### config.mk
export PLATFORM = sky130hd
export DESIGN_NAME = uart_rx
export DESIGN_NICKNAME = d
export VERILOG_FILES = /design/src/rtl/uart_rx.sv
export SDC_FILE = /design/constraint.sdc
export NUM_CORES = 1
export LEC_CHECK = 0
export ABC_AREA = 1
export ABC_CLOCK_PERIOD_IN_PS = 2100
export BUFFER_PORTS_ARGS = -buffer_cell sky130_fd_sc_hd__buf_2
export CORE_ASPECT_RATIO = 1.25
export CORE_MARGIN = 3
export CORE_UTILIZATION = 45
export DETAILED_ROUTE_END_ITERATION = 8
export GPL_ROUTABILITY_DRIVEN = 0
export PLACE_DENSITY = 0.63
export SLEW_MARGIN = 25
export SYNTH_ARGS = -nofsm -noshare
export SYNTH_HDL_FRONTEND = slang
export SYNTH_SLANG_ARGS = --single-unit
### constraint.sdc
create_clock -name clk_i -period 2.1 [get_ports clk_i]
set_input_delay 0.105 -clock clk_i [delete_from_list [all_inputs] [get_ports clk_i]]
set_output_delay 0.105 -clock clk_i [all_outputs]
set_load 0.01 [all_outputs]
### src/rtl/uart_rx.sv
// uart_rx: 8-bit UART receiver; 8N1 by default, 8E1 when UART_RX_PARITY_EN is defined.
// Ports:
//   clk_i        - single clock, all state updates on the rising edge
//   reset_i      - synchronous, active-low reset
//   rx           - asynchronous serial line, idles high
//   data_o       - received byte, stable while valid_o is high
//   valid_o      - data_o holds an unconsumed byte
//   ready_i      - consumer takes data_o when valid_o && ready_i
//   frame_err_o  - one-cycle pulse on a low stop bit
//   overrun_o    - one-cycle pulse when a completed byte is dropped
//   parity_err_o - one-cycle pulse on an even-parity mismatch (constant 0 without UART_RX_PARITY_EN)
module uart_rx #(
    parameter int ClksPerBit = 868
) (
    input  logic       clk_i,
    input  logic       reset_i,
    input  logic       rx,
    output logic [7:0] data_o,
    output logic       valid_o,
    input  logic       ready_i,
    output logic       frame_err_o,
    output logic       overrun_o,
    output logic       parity_err_o
);
    localparam int CW = $clog2(ClksPerBit);
    localparam logic [CW-1:0] FULL = CW'(ClksPerBit - 1);
    localparam logic [CW-1:0] HALF = CW'(ClksPerBit / 2 - 1);

`ifdef UART_RX_PARITY_EN
    typedef enum logic [2:0] {IDLE, START, DATA, PARITY, STOP, WAIT_HIGH} state_t;
`else
    typedef enum logic [2:0] {IDLE, START, DATA, STOP, WAIT_HIGH} state_t;
`endif

    state_t        state, state_n;
    logic          rx_meta, rx_sync;
    logic [CW-1:0] cnt, cnt_n;
    logic [2:0]    bit_idx, bit_n;
    logic [7:0]    shift, shift_n;
    logic          deliver, frame_bad;

`ifdef UART_RX_PARITY_EN
    logic par_bad, par_bad_n, par_fail;
`endif

    always_comb begin
        state_n   = state;
        cnt_n     = cnt + 1'b1;
        bit_n     = bit_idx;
        shift_n   = shift;
        deliver   = 1'b0;
        frame_bad = 1'b0;
`ifdef UART_RX_PARITY_EN
        par_bad_n = par_bad;
        par_fail  = 1'b0;
`endif
        case (state)
            IDLE: begin
                cnt_n   = '0;
                bit_n   = '0;
`ifdef UART_RX_PARITY_EN
                par_bad_n = 1'b0;
`endif
                state_n = rx_sync ? IDLE : START;
            end
            // Mid-start sample: a line already back high was a glitch.
            START: begin
                if (cnt == HALF) begin
                    cnt_n   = '0;
                    state_n = rx_sync ? IDLE : DATA;
                end
            end
            // Counter restarts at mid-start, so each FULL lands mid-bit.
            DATA: begin
                if (cnt == FULL) begin
                    cnt_n   = '0;
                    shift_n = {rx_sync, shift[7:1]};
                    bit_n   = bit_idx + 1'b1;
`ifdef UART_RX_PARITY_EN
                    if (bit_idx == 3'd7) state_n = PARITY;
`else
                    if (bit_idx == 3'd7) state_n = STOP;
`endif
                end
            end
`ifdef UART_RX_PARITY_EN
            // Even parity: data ones plus parity bit must be even.
            PARITY: begin
                if (cnt == FULL) begin
                    cnt_n     = '0;
                    par_fail  = rx_sync ^ (^shift);
                    par_bad_n = par_fail;
                    state_n   = STOP;
                end
            end
`endif
            STOP: begin
                if (cnt == FULL) begin
                    cnt_n     = '0;
                    frame_bad = !rx_sync;
`ifdef UART_RX_PARITY_EN
                    deliver   = rx_sync && !par_bad;
`else
                    deliver   = rx_sync;
`endif
                    state_n   = rx_sync ? IDLE : WAIT_HIGH;
                end
            end
            // Break: hold off start detection until the line is released.
            WAIT_HIGH: begin
                cnt_n   = '0;
                state_n = rx_sync ? IDLE : WAIT_HIGH;
            end
            default: begin
                cnt_n   = '0;
                state_n = IDLE;
            end
        endcase
    end

    always_ff @(posedge clk_i) begin
        if (!reset_i) begin
            state       <= IDLE;
            rx_meta     <= 1'b1;
            rx_sync     <= 1'b1;
            cnt         <= '0;
            bit_idx     <= '0;
            shift       <= '0;
            data_o      <= '0;
            valid_o     <= 1'b0;
            frame_err_o <= 1'b0;
            overrun_o   <= 1'b0;
        end else begin
            rx_meta     <= rx;
            rx_sync     <= rx_meta;
            state       <= state_n;
            cnt         <= cnt_n;
            bit_idx     <= bit_n;
            shift       <= shift_n;
            frame_err_o <= frame_bad;
            // A full holding register that is not being drained drops the new byte.
            overrun_o   <= deliver && valid_o && !ready_i;
            if (deliver && (!valid_o || ready_i)) begin
                data_o  <= shift;
                valid_o <= 1'b1;
            end else if (ready_i) begin
                valid_o <= 1'b0;
            end
        end
    end

`ifdef UART_RX_PARITY_EN
    always_ff @(posedge clk_i) begin
        if (!reset_i) begin
            par_bad      <= 1'b0;
            parity_err_o <= 1'b0;
        end else begin
            par_bad      <= par_bad_n;
            parity_err_o <= par_fail;
        end
    end
`else
    assign parity_err_o = 1'b0;
`endif

endmodule

==> results of run 1 <==
-- synth_stat cells, types with 2 or more instances --
| cell type | count |
|---|---|
| dfxtp_1 | 37 |
| nand2_1 | 36 |
| nor2_1 | 36 |
| inv_1 | 20 |
| nor2_2 | 12 |
| nand3_1 | 10 |
| nor3_1 | 10 |
| o21ai_1 | 9 |
| nor2_4 | 5 |
| a21oi_1 | 4 |
| ha_1 | 4 |
| nand2_2 | 4 |
| inv_2 | 3 |
| o21ai_0 | 3 |
| xnor2_1 | 3 |
| xor2_1 | 3 |
| a21oi_2 | 2 |
| buf_6 | 2 |
| or2_2 | 2 |
-- power groups by stage --
stage | clock [mW] | sequential, mW | combinational, mW
detailed placement | 0 | 0.781 | 0.285
CTS | 0.506 | 0.764 | 0.288
global route | 0.543 | 0.768 | 0.314
floorplan | 0 | 0.774 | 0.240
finish | 0.478 | 0.764 | 0.284
global placement | 0 | 0.779 | 0.285
-- state kept, by name, summed over array words and instances (netlist names) --
name	cells
cnt	10
shift	8
data_o	8
frame_err_o	1
valid_o	1
rx_meta	1
state	3
rx_sync	1
bit_idx	3
overrun_o	1
-- cells by family after synthesis --
family / after synthesis / synth area share
AND/OR/NAND/NOR: 121 / 0.359
XOR/XNOR: 6 / 0.0307
buffers and inverters: 28 / 0.0730
adder cells (fa/ha/maj): 4 / 0.0292
AO/OA/AOI/OAI: 20 / 0.0738
other: 1 / 0.00219
flip-flops: 37 / 0.432
-- worst max-delay path, stage by stage, from the launching register on --
cell     delay, ns
dfxtp_1       0.39
ha_1          0.25
inv_1         0.07
nor2_2        0.12
nand4_4       0.22
nor2_4        0.30
o21ai_1       0.11
a21oi_2       0.12
-- layer usage --
| metal | up-vias | routed length, um |
|---|---|---|
| met4 | 0 | 55 |
| met3 | 6 | 106 |
| met1 | 559 | 1340 |
| met5 | - | 0 |
| met2 | 19 | 1380 |
| li1 | 714 | - |
-- final cells by class --
| cell class | count | area, sq um |
|---|---|---|
| Multi-Input combinational cell | 152 | 847 |
| Inverter | 23 | 86.3 |
| Tap cell | 39 | 48.8 |
| Clock inverter | 3 | 17.5 |
| Fill cell | 369 | 1680 |
| Clock buffer | 5 | 68.8 |
| Sequential cell | 37 | 741 |
| Timing Repair Buffer | 15 | 80.1 |
-- layout by cell type, fill, tap and decap left out, drive strengths merged, types with 2 or more instances in the layout --
master / n
nand4: 3
xor2: 3
nor2: 53
buf: 14
inv: 23
or2: 2
nand3: 11
xnor2: 3
o21ai: 12
clkinv: 2
clkbuf: 5
nor3: 10
a21oi: 6
dfxtp: 37
nand2: 41
ha: 4
-- worst paths after layout --
path | endpoint | from | slack (ns)
worst min-delay path | overrun_o$_SDFF_PN0_ | ready_i | 0.21
worst min register to register | rx_sync$_SDFF_PN1_ | rx_meta$_SDFF_PN1_ | 0.41
worst max register to register | shift[7]$_SDFFE_PN0P_ | cnt[0]$_SDFF_PN0_ | 0.45
worst max-delay path | shift[7]$_SDFFE_PN0P_ | cnt[0]$_SDFF_PN0_ | 0.45
-- per-stage QoR --
stage | cell area (sq um) | utilization | hold WS, ns | std cells
finish | 1890 | 0.529 | 0.210 | 274
floorplan | 1710 | - | 0.212 | 217
global placement | 1790 | 0.502 | 0.290 | 265
CTS | 1890 | 0.529 | 0.193 | 274
detailed placement | 1790 | 0.502 | 0.297 | 265
global route | 1890 | 0.529 | 0.211 | 274
==> results.env, run 1 <==
RESULT_OF_THE_RUN='completed'
MAPPEDNETLISTAREA_SQ_MM=0.00171
HOLDCRITPATHCLASS='input port to register'
ASYNC_FLOP_SHARE=0
HOLD_DEPTH=4
SYNTH_ENABLE_FLOP_CELLS=0
DIEHEIGHT_UM=75.0
GRT_SETUP_UNREPAIRED='false'
SYNTH_FLOP_CELL='dfxtp_1'
DRTITER0DRC=60
CTSRESIZECOUNT=0
FINALCRITPERIODSHARE=0.786
NATURE_OF_THE_CRITICAL_PATH_ENDPOINT='register'
BUFFER_PORTS.INSERTED=14
CLK_PIN_SLEW_WORST_PATHS_NS=0.07
MAX_FREQ_GHz=0.606
GRT_ANTENNA_BEFORE_REPAIR=0
VIA_COUNT_OF_THE_FIRST_GLOBAL_ROUTING_PASS=1186
HOLD_VIOLATIONS=0
ANTENNA_CELLS=0
YOSYS.AREA.TOP_TYPE_SHARE=0.432
CLOCK-ROOT-BUFFER='clkbuf_8'
POST_CTS_HOLD_BUFFER_COUNT=1
R2R_CELLS=7
SETUP_TNS_NS=0
SYNTH.LIB_CELLS_USED.DISTINCT=31
CLK_PATH_BUF_DEPTH=2
CORE_SQ_MM=0.00357
AVGVIACOUNTPERCELL=4.74
GR-TOTAL-OVERFLOW=0
SYNTH-WARNING-COUNT=0
NUM_IO_PINS=16
NET_TOTAL_IN_THE_FINAL_LAYOUT=242
FIN_CRIT_NS=1.65
ANTENNA_VIOLATING_NETS_POST_ROUTE=0
CLOCK_TREE_FROM_TRITONCTS='yes'
PLACEMENTROWS=24
WORST_EP_REQUIRED_TIME_NS=2.32
FLOORPLAN.DIE.WIDTH_UM=61.2
DIE_AREA_SQ_MM=0.00459
TIMING.FINAL.SETUP_VIOLATIONS=0
SETUP.WORST_PATH.CLASS='register to register'
GLOBAL_ROUTE.PEAK_USAGE_LAYER='met2'
FINALPOWER_mW=1.53
IR_WORST_VDD_uV=494
WORSTSETUPSTARTPOINTTYPE='register'
H_TREE_DEPTH=2
SYNTHESIS.INSTANCES=217
CTS_SETUP_BUFFERS=0
SWITCHING_SHARE=0.321
NETLIST.TOP_CELL.BY_AREA='dfxtp_1'
GROUTE.LAYER.MET3.USAGE=0.0532
ROUTE.DETAILED.DRC=0
SYNTH_NETS=225
DETAIL_ROUTE.WL_PER_CELL_UM=10.5
DETAIL_ROUTE.WIRELENGTH_UM=2880
POWER_SWITCHING_uW=490
CRITICAL_PATH_PEAK_FANOUT=11
FINAL_CRITICAL_PATH_SETUP_SLACK_NS=0.449
FLOORPLAN.INITIALDENSITY=0.479
SYNTH-SEQ-CELLS=37
USE_MET2=0.234
GLOBALROUTEMET1UTIL=0.187
COMB_POWER_SHARE=0.186
P_PER_AREA_mW_PER_MM2=808
AREA_DELTA_SYNTH_FINAL_PCT=10.3
SHARE_CLK_OF_TOTAL_POWER=0.313
DRIVE_ABOVE_1_SHARE=0.234
DP.FINAL_HPWL_UM=2130
CLK_LATENCY_NS=0.28
CTS_BUFFERS=5
GRT_MAX_DEGREE=21
CLOCK_SINK_COUNT=37
SEQUENTIALPOWERSHARE=0.501
SYNTHTOPCELLSBYAREA='dfxtp_1 (43%), nand2_1 (7.9%), nor2_1 (7.9%)'
REPORT.FINAL.SLEW_VIOL_COUNT=0
SYNTH_AREA_PER_CELL_SQ_UM=7.89
POWER_REPORT.INTERNAL_TOTAL_mW=1.04
TRACK_USAGE=0.151
CP_DATA_ARRIVAL_TIME_NS=1.87
GRT_PASS1_WL_UM=5130
SKEW_FINAL_NS=0.00435
TIMING.MAX_CAP.VIOLATIONS=0
DP_WORST_SETUP_SLACK_NS=0.438
CELLLEAKAGEPOWER_nW=0.829
VIAS=1298
SEQ_AREA_FRAC_SYNTH=0.432
FIRST_PASS_ITERS=4
Note: power is estimated with default switching activity, not from simulation.
==> run 2, diff against run 1 <==
--- a/config.mk
+++ b/config.mk
@@ -5,15 +5,15 @@
 export SDC_FILE = /design/constraint.sdc
 export NUM_CORES = 1
 export LEC_CHECK = 0
-export ABC_AREA = 1
-export ABC_CLOCK_PERIOD_IN_PS = 2100
+export ABC_AREA = 0
+export ABC_CLOCK_PERIOD_IN_PS = 1400
 export BUFFER_PORTS_ARGS = -buffer_cell sky130_fd_sc_hd__buf_2
 export CORE_ASPECT_RATIO = 1.25
 export CORE_MARGIN = 3
 export CORE_UTILIZATION = 45
 export DETAILED_ROUTE_END_ITERATION = 8
 export GPL_ROUTABILITY_DRIVEN = 0
-export PLACE_DENSITY = 0.63
+export PLACE_DENSITY = 0.66
 export SLEW_MARGIN = 25
 export SYNTH_ARGS = -nofsm -noshare
 export SYNTH_HDL_FRONTEND = slang
==> constraint.sdc (replaced) <==
create_clock -name clk_i -period 1.4 [get_ports clk_i]
set_input_delay 0.07 -clock clk_i [delete_from_list [all_inputs] [get_ports clk_i]]
set_output_delay 0.07 -clock clk_i [all_outputs]
set_load 0.01 [all_outputs]
==> run 2 against run 1 <==
  * The flow now finishes with violations (negative setup slack)
  * Sequential power rose by 40%
  * Die area fell by 3.1%
  * Hold slack got worse by 0.17 ns
  * Design area rose by 17%
  * Synthesized cell count fell by 21%
  * Routed wire length rose by 21%
  * Clock power rose by 50%
  * Area after synthesis fell by 3.4%
  * Combinational power fell by 30%
  * Critical path depth fell by 3
  * Critical path type unchanged
==> results.env, run 2 <==
CLOCK_TREE_FROM_TRITONCTS='yes'
CP_DATA_ARRIVAL_TIME_NS=1.95  # +0.08 ns
H_TREE_DEPTH=2  # unchanged
VIAS=1313  # +1.2%
REPORT.FINAL.SLEW_VIOL_COUNT=0  # unchanged
GRT_MAX_DEGREE=36  # +71%
CORE_SQ_MM=0.00351  # -1.7%
FLOORPLAN.INITIALDENSITY=0.471  # -0.00854
AREA_DELTA_SYNTH_FINAL_PCT=34.0
FINAL_CRITICAL_PATH_SETUP_SLACK_NS=-0.332  # -0.780 ns
NUM_IO_PINS=16  # unchanged
PLACEMENTROWS=24  # unchanged
FIN_CRIT_NS=1.73  # +0.0805 ns
IR_WORST_VDD_uV=616  # +25%
AREA.SEQUENTIAL_SQ_UM=757  # +2.2%
GR-TOTAL-OVERFLOW=0  # unchanged
WORST_EP_REQUIRED_TIME_NS=1.62  # -0.70 ns
SYNTH-WARNING-COUNT=0  # unchanged
DIE_AREA_SQ_MM=0.00444  # -3.1%
MULTI_INPUT_COMB_AREA_SQ_UM=980  # +16%
CLOCK-ROOT-BUFFER='clkbuf_8'
NET_TOTAL_IN_THE_FINAL_LAYOUT=219  # -9.5%
TIMING.FINAL.SETUP_VIOLATIONS=35  # +35
SYNTH_COMMON_CELLS='dfxtp_1 (37), nand2_1 (27), mux2i_1 (18)'
DP.FINAL_HPWL_UM=2360  # +11%
SYNTH_NETS=180  # -20%
AVGVIACOUNTPERCELL=5.23  # +10%
SYNTH_AREA_PER_CELL_SQ_UM=9.62  # +22%
CLK_LATENCY_NS=0.29  # about the same
SYNTHESIS.INSTANCES=172  # -21%
SETUP.WORST_PATH.CLASS='register to register'
CLOCK_SINK_COUNT=37  # unchanged
FINALCRITPERIODSHARE=1.24  # +0.451
LAYOUT_COMMON_CELLS='dfxtp_1 (30), nand2_1 (27), buf_4 (22), mux2i_1 (18), buf_2 (14)'
ROUTE.DETAILED.DRC=0  # unchanged
FINAL_STANDARD_CELL_UTILIZATION_OF_THE_CORE=0.631  # +0.102
FIRST_PASS_ITERS=4  # unchanged
SYNTHTOPCELLSBYAREA='dfxtp_1 (45%), mux2i_1 (11%), nand2_1 (6.1%)'
SYNTH_FLOP_CELL='dfxtp_1'
NATURE_OF_THE_CRITICAL_PATH_ENDPOINT='register'
CRITICAL_PATH_PEAK_FANOUT=8  # -3
DETAIL_ROUTE.WL_PER_CELL_UM=13.9  # +32%
CLK_PIN_SLEW_WORST_PATHS_NS=0.08  # about the same
LARGEST_REGISTER='cnt'
GRT_SETUP_UNREPAIRED='true'
ANTENNA_VIOLATING_NETS_POST_ROUTE=0  # unchanged
RESULT_OF_THE_RUN='complete, but fails checks'
LARGEST_REG_FLOPS=10  # unchanged
LARGESTREGISTERS='cnt x10, data_o x8, shift x8'
DRIVE_ABOVE_1_SHARE=0.392  # +0.157
GRT_ANTENNA_BEFORE_REPAIR=0  # unchanged
WORSTSETUPSTARTPOINTTYPE='register'
TIMING.MAX_CAP.VIOLATIONS=0  # unchanged
FLOORPLAN.DIE.WIDTH_UM=60.2  # -1.6%
ASYNC_FLOP_SHARE=0  # unchanged
MAX_FREQ_GHz=0.577  # -4.6%
FINALPOWER_mW=1.99  # +30%
DIEHEIGHT_UM=73.8  # -1.6%
NETLIST.TOP_CELL.BY_AREA='dfxtp_1'
DRTITER0DRC=59  # -1.7%
VIOLATIONS='negative setup slack'
HOLDCRITPATHCLASS='input port to register'
CELLLEAKAGEPOWER_nW=0.841  # +1.5%
SKEW_FINAL_NS=0.00634  # +0.00199 ns
SEQ_AREA_FRAC_SYNTH=0.448  # +0.0154
DETAIL_ROUTE.WIRELENGTH_UM=3480  # +21%
BUFFER_PORTS.INSERTED=14  # unchanged
POST-SYNTH-TOP-COUNT-CELL='dfxtp_1'
P_PER_AREA_mW_PER_MM2=897  # +11%
TRACK_USAGE=0.170  # +0.0191
HOLD_VIOLATIONS=0  # unchanged
MOST_COMMON_CELL_AFTER_LAYOUT_FILL_AND_TAPS_ASIDE='dfxtp_1'
SYNTH.LIB_CELLS_USED.DISTINCT=39  # +26%
MAPPEDNETLISTAREA_SQ_MM=0.00165  # -3.4%
NUM-FILL-CELLS=300  # -19%
SYNTH_ENABLE_FLOP_CELLS=0  # unchanged
CLK_PATH_BUF_DEPTH=2  # unchanged
GRT_PASS1_WL_UM=5630  # +9.8%
YOSYS.AREA.TOP_TYPE_SHARE=0.448  # +0.0154
CTS_BUFFERS=5  # unchanged
VIA_COUNT_OF_THE_FIRST_GLOBAL_ROUTING_PASS=1308  # +10%
SYNTH-SEQ-CELLS=37  # unchanged
ANTENNA_CELLS=0  # unchanged
[run 2: cell types whose count changed in the layout (fill, tap and decap cells not counted), moves of 5 or more]
cell	change
o21ai_1	-8
nand2_1	-9
buf_4	+22
dfxtp_1	-7
nand3_1	-8
nor2_1	-29
nor3_1	-7
mux2i_1	+18
nor2b_1	+8
nand2b_1	+5
inv_1	-19
[run 2: through the flow]
step | cells | hold WS (ns) | instance area, sq um | setup TNS (ns) | setup slack [ns]
floorplan | 172 | 0.171 | 1710 | -6.20 | -0.320
detailed placement | 237 | 0.255 | 1960 | -7.10 | -0.331
global placement | 237 | 0.251 | 1960 | -6.05 | -0.266
finish | 251 | 0.0427 | 2220 | -9.40 | -0.332
CTS | 248 | 0.0403 | 2160 | -8.82 | -0.344
global route | 251 | 0.0289 | 2220 | -11.40 | -0.382
[run 2: logic make-up (layout without fill, tap and decap cells)]
logic type                 after synthesis  in the layout  share of synthesized area
other                                    1              1                    0.00227
and+or+nand+nor                         80             80                      0.273
xor gates and xnor gates                 8              8                     0.0424
buffers and inverters                   12             52                     0.0363
adders and majority gates                4              4                     0.0303
AOI/OAI and AO/OA                       12             12                     0.0590
DFF                                     37             37                      0.448
muxes                                   18             18                      0.109
[run 2: layer usage]
layer | global-route usage | vias to the layer above | part of all wire
met1 | 0.171 | 627 | 0.39
li1 | - | 658 | -
met5 | 0 | - | 0
met3 | 0.0475 | 5 | 0.037
met2 | 0.323 | 23 | 0.56
met4 | 0.0567 | 0 | 0.014
[run 2: layout make-up]
type | instances | area share
inverters | 2 | 0.00451
repair buffers | 42 | 0.151
multi-input cells | 123 | 0.442
clock inverters | 3 | 0.00790
clock buffers | 5 | 0.0310
flip-flops and latches | 37 | 0.341
well taps | 39 | 0.0220
[run 2: path summary, 6_finish.rpt]
check,startpoint,endpoint,slack (ns),cells after the start
hold reg to reg,rx_meta$_SDFF_PN1_,rx_sync$_SDFF_PN1_,0.42,1
setup / recovery,cnt[8]$_SDFF_PN0_,data_o[7]$_SDFFE_PN0P_,-0.33,4
setup reg to reg,cnt[8]$_SDFF_PN0_,data_o[7]$_SDFFE_PN0P_,-0.33,4
hold / removal,reset_i,state[1]$_SDFFE_PN0P_,0.04,2
[run 2: power breakdown]
part | total (mW) | internal [mW] | switching, mW
combinational | 0.198 | 0.110 | 0.0884
sequential | 1.07 | 1.06 | 0.0129
clock | 0.718 | 0.343 | 0.375
total | 1.99 | 1.51 | 0.476
[run 2: worst max-delay path, stage by stage, from the launching register on]
cell,delay [ns]
dfxtp_2,0.34
or3b_4,0.41
or4_4,0.48
nor2_8,0.21
mux2i_1,0.22
[run 2: what timing repair did]
item | CTS | global route
pin swaps | 5 | 5
setup buffers | 1 | 3
endpoints found under the setup margin | 35 | 35
gates resized for setup | 16 | 12
hold endpoints to repair | 1 | 0
cloned | 1 | 0
hold buffers | 1 | 0
==> run 3, diff against run 2 <==
--- a/config.mk
+++ b/config.mk
@@ -13,7 +13,7 @@
 export CORE_UTILIZATION = 45
 export DETAILED_ROUTE_END_ITERATION = 8
 export GPL_ROUTABILITY_DRIVEN = 0
-export PLACE_DENSITY = 0.66
+export PLACE_DENSITY = 0.72
 export SLEW_MARGIN = 25
 export SYNTH_ARGS = -nofsm -noshare
 export SYNTH_HDL_FRONTEND = slang
==> constraint.sdc (replaced) <==
create_clock -name clk_i -period 1.4 [get_ports clk_i]
set_input_delay 0.28 -clock clk_i [delete_from_list [all_inputs] [get_ports clk_i]]
set_output_delay 0.28 -clock clk_i [all_outputs]
set_load 0.01 [all_outputs]
==> run 3 against run 2 <==
  * The flow still finishes with violations (negative setup slack)
  * Largest power group unchanged
  * Sequential power hardly changed
  * Combinational power is 19% lower
  * Critical path type unchanged
  * Sequential share of layout area is 0.17 points lower
==> results.env, run 3 (same netlist as run 2, synthesis figures left out) <==
RESULT_OF_THE_RUN='complete, but fails checks'
VIOLATIONS='negative setup slack'
GLOBAL_ROUTE.PEAK_USAGE_LAYER='met2'
CLOCK-ROOT-BUFFER='clkbuf_8'
TIMING.FINAL.SETUP_VIOLATIONS=35  # unchanged
CRIT_CHAIN='ha_4, nand4b_1, buf_4, o21ba_4, or3_4, o221a_2'
LARGESTREGISTERS='cnt x10, data_o x8, shift x8'
CP_DATA_ARRIVAL_TIME_NS=1.90  # -0.05 ns
WP_BUF_INV=1  # +1
SHARE_CLK_OF_TOTAL_POWER=0.466  # +0.105
CTS_BUFFERS=5  # unchanged
VIA_COUNT_OF_THE_FIRST_GLOBAL_ROUTING_PASS=1351  # +3.3%
GRT_SETUP_UNREPAIRED='true'
GR-TOTAL-OVERFLOW=0  # unchanged
DRIVE_ABOVE_1_SHARE=0.388  # -0.00366
CRITICAL_PATH_PEAK_FANOUT=4  # -4
LARGEST_REGISTER='cnt'
POWER_REPORT.INTERNAL_TOTAL_mW=1.85  # +22%
FLOORPLAN.INITIALDENSITY=0.471  # unchanged
TIMING.MAX_CAP.VIOLATIONS=0  # unchanged
DIEHEIGHT_UM=73.8  # unchanged
REPORT.FINAL.SLEW_VIOL_COUNT=0  # unchanged
MAX_FREQ_GHz=0.580  # +0.43%
NET_TOTAL_IN_THE_FINAL_LAYOUT=221  # +0.91%
FINALCRITPERIODSHARE=1.23  # -0.00533
LARGEST_REG_FLOPS=10  # unchanged
TRACK_USAGE=0.174  # +0.00429
GROUTE.LAYER.MET3.USAGE=0.0334  # -0.0141
SWITCHING_SHARE=0.198  # -0.0409
AREA_DELTA_SYNTH_FINAL_PCT=34.0  # unchanged
H_TREE_DEPTH=2  # unchanged
FINAL_CRITICAL_PATH_SETUP_SLACK_NS=-0.324  # +0.00746 ns
POWER_SWITCHING_uW=458  # -3.8%
FINAL_STANDARD_CELL_UTILIZATION_OF_THE_CORE=0.631  # unchanged
SETUP_TNS_NS=-8.56  # +0.843 ns
LAYOUT_COMMON_CELLS='dfxtp_1 (31), nand2_1 (27), buf_4 (25), mux2i_1 (18), buf_2 (14)'
ANTENNA_CELLS=0  # unchanged
DRTITER0DRC=39  # -34%
DP_WORST_SETUP_SLACK_NS=-0.338  # -0.00705 ns
ROUTE.DETAILED.DRC=0  # unchanged
HOLD_VIOLATIONS=0  # unchanged
CELLLEAKAGEPOWER_nW=0.863  # +2.6%
GRT_ANTENNA_BEFORE_REPAIR=0  # unchanged
DETAIL_ROUTE.WIRELENGTH_UM=3410  # -2.0%
GLOBALROUTEMET1UTIL=0.166  # -0.00432
SLEW_HEADROOM=0.659
CLOCK_TREE_FROM_TRITONCTS='yes'
WORST_EP_REQUIRED_TIME_NS=1.58  # -0.04 ns
COMB_POWER_SHARE=0.070  # -0.030
GRT_MAX_DEGREE=24  # -33%
AVGVIACOUNTPERCELL=5.17  # -1.2%
VIAS=1308  # -0.38%
GRT_PASS1_WL_UM=5720  # +1.6%
IR_WORST_VDD_uV=863  # +40%
SKEW_FINAL_NS=0.00444  # -0.00190 ns
CRITICAL-PATH-SLOWEST-CELL='dfxtp_4'
PLACEMENTROWS=24  # unchanged
DIE_AREA_SQ_MM=0.00444  # unchanged
DETAIL_ROUTE.WL_PER_CELL_UM=13.5  # -2.8%
FIN_CRIT_NS=1.72  # -0.00746 ns
WORST-SLEW-PIN-TRANSITION_NS=0.507
CLK_PIN_SLEW_WORST_PATHS_NS=0.07  # about the same
DP.FINAL_HPWL_UM=2420  # +2.5%
MOST_COMMON_CELL_AFTER_LAYOUT_FILL_AND_TAPS_ASIDE='dfxtp_1'
CLK_LATENCY_NS=0.28  # about the same
WORSTSETUPSTARTPOINTTYPE='register'
FIRST_PASS_ITERS=4  # unchanged
FLOORPLAN.DIE.WIDTH_UM=60.2  # unchanged
ANTENNA_VIOLATING_NETS_POST_ROUTE=0  # unchanged
BUFFER_PORTS.INSERTED=14  # unchanged
CORE_SQ_MM=0.00351  # unchanged
P_PER_AREA_mW_PER_MM2=1040  # +16%
CRITPATHMAXSTAGEDELAY_NS=0.37  # -0.11 ns
HOLDCRITPATHCLASS='input port to register'
SEQUENTIALPOWERSHARE=0.465  # -0.075
SETUP.WORST_PATH.CLASS='register to register'
CPLARGESTDELAYFAMILY='simple AND/OR/NAND/NOR gates'
CLOCK_SINK_COUNT=37  # unchanged
USE_MET2=0.329  # +0.00601
NUM_IO_PINS=16  # unchanged
NATURE_OF_THE_CRITICAL_PATH_ENDPOINT='register'
CLK_PATH_BUF_DEPTH=2  # unchanged
==> run 3: power by group through the flow <==
stage | Combinational, mW | Sequential (mW) | Clock [mW]
2_1_floorplan | 0.106 | 1.09 | 0
3_3_place_gp | 0.146 | 1.10 | 0
3_5_place_dp | 0.151 | 1.10 | 0
4_1_cts | 0.187 | 1.07 | 1.11
5_1_grt | 0.175 | 1.07 | 1.15
6_report | 0.160 | 1.07 | 1.07
==> run 3: through the flow <==
stage	hold slack [ns]	instance area [sq um]	power (mW)	std cells
2_1_floorplan	0.381	1710	1.20	172
3_3_place_gp	0.392	1980	1.24	240
3_5_place_dp	0.419	1980	1.25	240
4_1_cts	0.185	2220	2.37	253
5_1_grt	0.197	2220	2.39	253
6_report	0.190	2220	2.31	253
==> run 3: timing repair <==
item,4_1_cts,5_1_grt
buffers inserted,5,1
gates cloned,1,1
gates resized for setup,17,3
hold buffers,0,0
setup endpoints to repair,35,35
pin swaps,6,2
==> run 3: per-layer routing <==
layer	vias to the layer above	part of all wire
met5	-	0
li1	657	-
met3	12	0.028
met4	0	0.030
met1	618	0.36
met2	21	0.58
==> run 3: path summary, 6_finish.rpt <==
check,startpoint,end,slack (ns),depth (start not counted)
worst max-delay path,cnt[1]$_SDFF_PN0_,state[1]$_SDFFE_PN0P_,-0.32,6
worst min-delay path,rx,rx_meta$_SDFF_PN1_,0.19,2
worst max register to register,cnt[1]$_SDFF_PN0_,state[1]$_SDFFE_PN0P_,-0.32,6
worst min register to register,rx_meta$_SDFF_PN1_,rx_sync$_SDFF_PN1_,0.43,1
==> run 3: cell type report <==
type,instances,area (sq um)
sequential,37,753
timing repair buffer,44,337
multi-input combinational,123,937
inverter,2,7.51
clock buffer,5,68.8
fill,272,1300
clock inverter,3,65.1
tap,39,48.8
